--- src/rtl/pooling_pkg.sv ---
// Shared constants, index widths and types for the pooling layer controller.
// The tag pipeline and the top-level sequencer both import this package.
package pooling_pkg;

   function automatic int idx_w(input int n);
      return (n > 1) ? $clog2(n) : 1;
   endfunction

   localparam int INPUT_SIZE    = 6;
   localparam int KERNEL_SIZE   = 2;
   localparam int OUTPUT_SIZE   = INPUT_SIZE / KERNEL_SIZE;
   localparam int NUM_CHANNEL   = 6;
   localparam int ARRAY_LATENCY = 2;

   localparam int WIN_W    = idx_w(KERNEL_SIZE);
   localparam int IN_ROW_W = idx_w(INPUT_SIZE);
   localparam int ROW_W    = idx_w(OUTPUT_SIZE);
   localparam int CHAN_W   = idx_w(NUM_CHANNEL);

   typedef enum logic [1:0] {IDLE, RUN, FLUSH, DONE} pool_state_t;

   typedef struct packed {
      logic              valid;
      logic [ROW_W-1:0]  row;
      logic [CHAN_W-1:0] chan;
   } pool_tag_t;

endpackage

--- src/rtl/pooling_tag_pipe.sv ---
// Delay line that carries the {row, channel} tag of each completed window so it
// emerges alongside the pooled result at the array output.
module pooling_tag_pipe
   import pooling_pkg::*;
#(
   parameter int DEPTH = ARRAY_LATENCY
)(
   input  logic      clk,
   input  logic      rst_n,
   input  logic      flush,
   input  logic      push,
   input  pool_tag_t push_tag,
   output pool_tag_t tail,
   output logic      any_valid
);

   pool_tag_t stage_q [DEPTH];
   pool_tag_t stage_d [DEPTH];

   always_comb begin
      // NOTE: every combinational output gets a default first so no path leaves it unassigned (no latch).
      stage_d[0] = push ? push_tag : '0;
      for (int i = 1; i < DEPTH; i++) stage_d[i] = stage_q[i-1];
      if (flush) begin
         for (int i = 0; i < DEPTH; i++) stage_d[i] = '0;
      end
   end

   // Entries that have not yet reached the tail; once this is clear the last
   // tag is either on the output now or already gone.
   always_comb begin
      any_valid = 1'b0;
      for (int i = 0; i < DEPTH - 1; i++) any_valid = any_valid | stage_q[i].valid;
   end

   always_ff @(posedge clk or negedge rst_n) begin
      // NOTE: the stages are reset (not left uninitialised like a RAM) because their valid bits gate out_valid.
      if (!rst_n) begin
         stage_q <= '{default: '0};
      end else begin
         // NOTE: state updates use non-blocking assignment so every stage samples the pre-edge values.
         stage_q <= stage_d;
      end
   end

   assign tail = stage_q[DEPTH-1];

endmodule

--- src/rtl/pooling_layer_ctrl.sv ---
// Sequencer for the pooling datapath: steps the input cache row select, strobes
// the pooling array per window and tags pooled rows with row/channel indices.
module pooling_layer_ctrl
   import pooling_pkg::*;
(
   input  logic              clk,
   input  logic              rst_n,
   input  logic              start,
   input  logic              abort,
   input  logic              in_valid,
   output logic              in_ready,
   input  logic              kernel_calc_fin,
   output logic              cache_en,
   output logic [WIN_W-1:0]  cache_sel,
   output logic              array_clear,
   output logic              array_accum,
   output logic              out_valid,
   output logic [ROW_W-1:0]  out_row,
   output logic [CHAN_W-1:0] out_chan,
   output logic              map_done,
   output logic              frame_done,
   output logic              busy,
   output logic              err_short
);

   pool_state_t         state_q, state_d;
   logic [WIN_W-1:0]    win_row_q, win_row_d;
   logic [IN_ROW_W-1:0] in_row_q, in_row_d;
   logic [ROW_W-1:0]    out_row_nxt_q, out_row_nxt_d;
   logic [CHAN_W-1:0]   chan_q, chan_d;
   logic                array_clear_q, array_clear_d;
   logic                array_accum_q, array_accum_d;
   logic                map_done_q, map_done_d;
   logic                frame_done_q, frame_done_d;
   logic                err_short_q, err_short_d;

   logic      accept, last_row, win_last, early_fin;
   logic      push, pipe_flush, any_valid;
   pool_tag_t push_tag, tail;

   assign in_ready  = (state_q == RUN);
   assign accept    = in_valid & in_ready;
   assign last_row  = (in_row_q == IN_ROW_W'(INPUT_SIZE - 1));
   assign win_last  = (win_row_q == WIN_W'(KERNEL_SIZE - 1));
   assign early_fin = accept & kernel_calc_fin & ~last_row;

   always_comb begin
      state_d       = state_q;
      win_row_d     = win_row_q;
      in_row_d      = in_row_q;
      out_row_nxt_d = out_row_nxt_q;
      chan_d        = chan_q;
      array_clear_d = accept & (win_row_q == '0);
      array_accum_d = accept;
      map_done_d    = 1'b0;
      frame_done_d  = 1'b0;
      err_short_d   = err_short_q;
      push          = 1'b0;
      pipe_flush    = 1'b0;
      push_tag      = '{valid: 1'b1, row: out_row_nxt_q, chan: chan_q};

      if (abort) begin
         state_d       = IDLE;
         win_row_d     = '0;
         in_row_d      = '0;
         out_row_nxt_d = '0;
         chan_d        = '0;
         array_clear_d = 1'b0;
         array_accum_d = 1'b0;
         pipe_flush    = 1'b1;
      end else begin
         case (state_q)
            IDLE: begin
               if (start) begin
                  state_d       = RUN;
                  win_row_d     = '0;
                  in_row_d      = '0;
                  out_row_nxt_d = '0;
                  chan_d        = '0;
                  err_short_d   = 1'b0;
               end
            end
            RUN: begin
               if (early_fin) begin
                  // Partial window is dropped: no tag is pushed for it.
                  err_short_d = 1'b1;
                  state_d     = FLUSH;
               end else if (accept) begin
                  win_row_d = win_last ? '0 : win_row_q + 1'b1;
                  in_row_d  = last_row ? in_row_q : in_row_q + 1'b1;
                  if (win_last) begin
                     push          = 1'b1;
                     out_row_nxt_d = (out_row_nxt_q == ROW_W'(OUTPUT_SIZE - 1)) ?
                                     '0 : out_row_nxt_q + 1'b1;
                  end
                  if (last_row || kernel_calc_fin) state_d = FLUSH;
               end
            end
            FLUSH: begin
               if (!any_valid) begin
                  state_d      = DONE;
                  map_done_d   = 1'b1;
                  frame_done_d = (chan_q == CHAN_W'(NUM_CHANNEL - 1));
               end
            end
            DONE: begin
               win_row_d     = '0;
               in_row_d      = '0;
               out_row_nxt_d = '0;
               if (chan_q == CHAN_W'(NUM_CHANNEL - 1)) begin
                  state_d = IDLE;
                  chan_d  = '0;
               end else begin
                  state_d = RUN;
                  chan_d  = chan_q + 1'b1;
               end
            end
            default: state_d = IDLE;
         endcase
      end
   end

   always_ff @(posedge clk or negedge rst_n) begin
      if (!rst_n) begin
         state_q       <= IDLE;
         win_row_q     <= '0;
         in_row_q      <= '0;
         out_row_nxt_q <= '0;
         chan_q        <= '0;
         array_clear_q <= 1'b0;
         array_accum_q <= 1'b0;
         map_done_q    <= 1'b0;
         frame_done_q  <= 1'b0;
         err_short_q   <= 1'b0;
      end else begin
         state_q       <= state_d;
         win_row_q     <= win_row_d;
         in_row_q      <= in_row_d;
         out_row_nxt_q <= out_row_nxt_d;
         chan_q        <= chan_d;
         array_clear_q <= array_clear_d;
         array_accum_q <= array_accum_d;
         map_done_q    <= map_done_d;
         frame_done_q  <= frame_done_d;
         err_short_q   <= err_short_d;
      end
   end

   pooling_tag_pipe #(.DEPTH(ARRAY_LATENCY)) u_tag_pipe (
      .clk       (clk),
      .rst_n     (rst_n),
      .flush     (pipe_flush),
      .push      (push),
      .push_tag  (push_tag),
      .tail      (tail),
      .any_valid (any_valid)
   );

   assign cache_en    = accept;
   assign cache_sel   = win_row_q;
   assign array_clear = array_clear_q;
   assign array_accum = array_accum_q;
   assign out_valid   = tail.valid;
   assign out_row     = tail.row;
   assign out_chan    = tail.chan;
   assign map_done    = map_done_q;
   assign frame_done  = frame_done_q;
   assign busy        = (state_q != IDLE);
   assign err_short   = err_short_q;

endmodule
--- config.mk ---
export PLATFORM = sky130hd
export DESIGN_NAME = pooling_layer_ctrl
export DESIGN_NICKNAME = d
export VERILOG_FILES = /design/src/rtl/pooling_pkg.sv /design/src/rtl/pooling_tag_pipe.sv /design/src/rtl/pooling_layer_ctrl.sv
export SDC_FILE = /design/constraint.sdc
export NUM_CORES = 1
export LEC_CHECK = 0
export ABC_AREA = 1
export ABC_CLOCK_PERIOD_IN_PS = 1700
export CORE_MARGIN = 2
export CORE_UTILIZATION = 40
export CTS_CLUSTER_SIZE = 30
export DETAILED_ROUTE_END_ITERATION = 6
export GPL_TIMING_DRIVEN = 0
export MAX_ROUTING_LAYER = met4
export PLACE_DENSITY = 0.68
export SYNTH_ARGS = -nofsm -noshare
export SYNTH_HDL_FRONTEND = slang
export SYNTH_SLANG_ARGS = --single-unit
--- constraint.sdc ---
create_clock -name clk -period 1.7 [get_ports clk]
set_input_delay 0.51 -clock clk [delete_from_list [all_inputs] [get_ports clk]]
set_output_delay 0.51 -clock clk [all_outputs]
set_load 0.05 [all_outputs]
==> out/metrics.csv <==
metric,value,unit
max-vdd-ir-drop,0.000933,V
status,"complete, but fails checks",
worst_path_largest_cell_delay,0.49,ns
via_per_inst,4.68,
ys_ff_latch,28,
finalHoldViolCount,0,
switchingPower,1.10,mW
fin_crit,1.85,ns
synth.area.top_cells,"dfrtp_1 (50%), nand2_1 (9.6%), inv_1 (6.4%)",
finalNonFillerCells,244,
pwr-share-seq,33.6,%
layout_setup_ws,-0.154,ns
p_leak,0.920,nW
htreeDepth,1,
relSlewSlack,60.9,%
die_w,63.2,um
synth_ff_type,dfrtp_1,
r2r_cells,10,
core_area,0.00336,mm^2
p_int,1.40,mW
critPathLaunchType,flip-flop,
cts_sinks,28,
pwr-share-comb,53.8,%
synthArstFlopShare,100,%
syn-num-nets,181,
synthToLayoutAreaGrowth,25.2,%
ios,21,
tns,-0.357,ns
synth_top_area_cell,dfrtp_1,
drive_gt1_share,28.3,%
crit_end,busy,
synth_cell_types,22,
synth.most_common_cell,nand2_1,
grt_pass1_wl,4.65,mm
final_antenna_net_count,0,
violations,negative setup slack,
r2r_setup_slack,0.10,ns
drc_errors,0,
die_h,63.2,um
synthTopCellsByCount,"nand2_1 (36), dfrtp_1 (28), inv_1 (24)",
crit_type,flip-flop to output port,
worstMarginPinSlew,0.586,ns
cts_buffers,3,
drtIter0Drc,51,
finalNetCount,212,
setup_viol,3,
worstPathCellList,inv_4 -> ha_4 -> clkinvlp_4 -> buf_8,
drt_pass1_iterations,4,
syn-mean-instance-area,8.34,um^2
initial_core_util,41.7,%
ys_warn_count,0,
hpwl,2.05,mm
fin_skew,0.00141,ns
r2r_start,state_q[0]$_DFFE_PN0P_,
place_inst,234,
critPathRequiredTime,1.19,ns
num_vias,1142,
netlist_area,0.00140,mm^2
cellPowerDensity,1420,mW/mm^2
switching_share,44.0,%
first_global_vias,1128,
grt-ovfl-total,0,
port_buffers,20,
synth-edff-count,0,
hp-class,primary input to asynchronous set/reset pin,
period_share,109,%
yosys.area.top_type_share,50.0,%
max_freq,539,MHz
die-area,0.00399,mm^2
fin_area,0.00175,mm^2
max_cap_viol_count,0,
grt_antenna_before_repair,0,
clock_path_buffers,2,
synth_cells,168,
drv_slew,0,
grt_max_degree,29,
diodes,0,
r2r-end,state_q[0]$_DFFE_PN0P_,
grt_use_total,15.0,%
cts_tree,done,
seq_area_frac_synth,50.0,%
drt-total-wl,2.79,mm
critPathLaunch,state_q[0]$_DFFE_PN0P_,
slowest_stage,dfrtp_2,
insertion_delay,0.32,ns
cp-end-kind,output port,
dpl_cell_area,0.00168,mm^2
fillers,350,
root_buffer,clkbuf_4,
wl_per_cell,11.4,um
clockPowerShare,12.6,%
place_congestion,0.890,
num_rows,21,
critPathArrivalTime,1.34,ns
cp_max_fo,5,
path_clk_slew,0.14,ns
grt_setup_unrepaired,yes,
layer usage:
| metal | vias to the layer above | routed length [um] | global-route usage, % |
|---|---|---|---|
| met2 | 43 | 1410 | 26.1 |
| li1 | 576 | - | - |
| met4 | 0 | 40 | 5.71 |
| met1 | 518 | 1170 | 17.2 |
| met3 | 5 | 170 | 2.86 |
| met5 | - | 0 | - |
worst max-delay path, delay by kind of cell, from the launching register on:
| family | cells | cell delay [ns] |
|---|---|---|
| adders and majority gates | 1 | 0.15 |
| buffers and inverters | 3 | 0.38 |
| DFF | 1 | 0.49 |
how the worst min path moves through the flow:
stage | to | slack [ns]
after floorplan | array_accum$_DFF_PN0_ | 0.21
after global placement | u_tag_pipe.tail[3]$_DFF_PN0_ | 0.44
after detailed placement | u_tag_pipe.tail[1]$_DFF_PN0_ | 0.45
after CTS | u_tag_pipe.tail[3]$_DFF_PN0_ | 0.48
after global routing | u_tag_pipe.tail[2]$_DFF_PN0_ | 0.20
final | u_tag_pipe.tail[2]$_DFF_PN0_ | 0.17
cells by family after synthesis:
group,share of synthesized area (%)
adders and majority gates,6.25
AOI/OAI and AO/OA,3.39
buffers and inverters,10.7
DFF,50.0
and+or+nand+nor,29.6
power groups by stage:
stage	logic [mW]	clock network, mW	registers [mW]
after floorplan	0.736	0	0.938
after global placement	1.10	0	0.845
after detailed placement	1.12	0	0.852
after CTS	1.22	0.329	0.839
after global routing	1.47	0.364	0.849
final	1.35	0.314	0.839
sequential cells by signal, indices dropped and copies added, names as in the netlist:
register	cells
array_accum	1
array_clear	1
cache_sel	1
chan_q	3
err_short	1
frame_done	1
in_row_q	3
map_done	1
out_row_nxt_q	2
state_q	2
u_tag_pipe.any_valid	1
u_tag_pipe.stage_q	5
u_tag_pipe.tail	6
stage by stage:
step	setup slack [ns]	utilization (%)	total power, mW	hold slack, ns
3_5_place_dp	-0.859	49.9	1.97	0.448
4_1_cts	-0.159	52.5	2.39	0.475
5_1_grt	-0.219	52.2	2.68	0.200
2_1_floorplan	0.0429	-	1.67	0.214
3_3_place_gp	-0.817	49.9	1.94	0.437
6_report	-0.154	52.2	2.50	0.169
final cells by class:
type                            count  area (um^2)  area share (%)
Tap cell                           46         57.6            3.28
Sequential cell                    28          702            40.0
Buffer                              6         41.3            2.35
Timing Repair Buffer               26          210            12.0
Multi-Input combinational cell    105          586            33.4
Clock buffer                        4         36.3            2.07
Inverter                           29          121            6.92
cells in the final DEF (no fill, tap or decap), types with 2 or more instances in the layout:
master / synthesis / layout
clkdlybuf4s50_1: 0 / 3
inv_4: 0 / 2
inv_2: 5 / 5
o21ai_1: 2 / 2
a21oi_1: 4 / 4
clkinvlp_4: 0 / 2
buf_2: 0 / 6
clkbuf_4: 0 / 3
ha_1: 7 / 5
inv_1: 24 / 20
nor3_1: 4 / 4
o21ai_0: 2 / 2
nand2_1: 36 / 35
clkbuf_2: 0 / 5
nand2_2: 4 / 4
clkdlybuf4s15_2: 0 / 2
nand3_2: 3 / 3
nand4_1: 4 / 4
buf_8: 0 / 3
ha_4: 0 / 2
nand3_1: 14 / 14
dfrtp_1: 28 / 27
nor2_2: 2 / 3
nor2_1: 18 / 17
buf_4: 5 / 10
what timing repair did:
action	in CTS	in global routing
gates resized for setup	61	22
setup buffers	2	4
hold buffers	0	0
pin swaps	1	2
setup endpoints to repair	15	17
No activity file was read; power rests on OpenSTA's default activity.
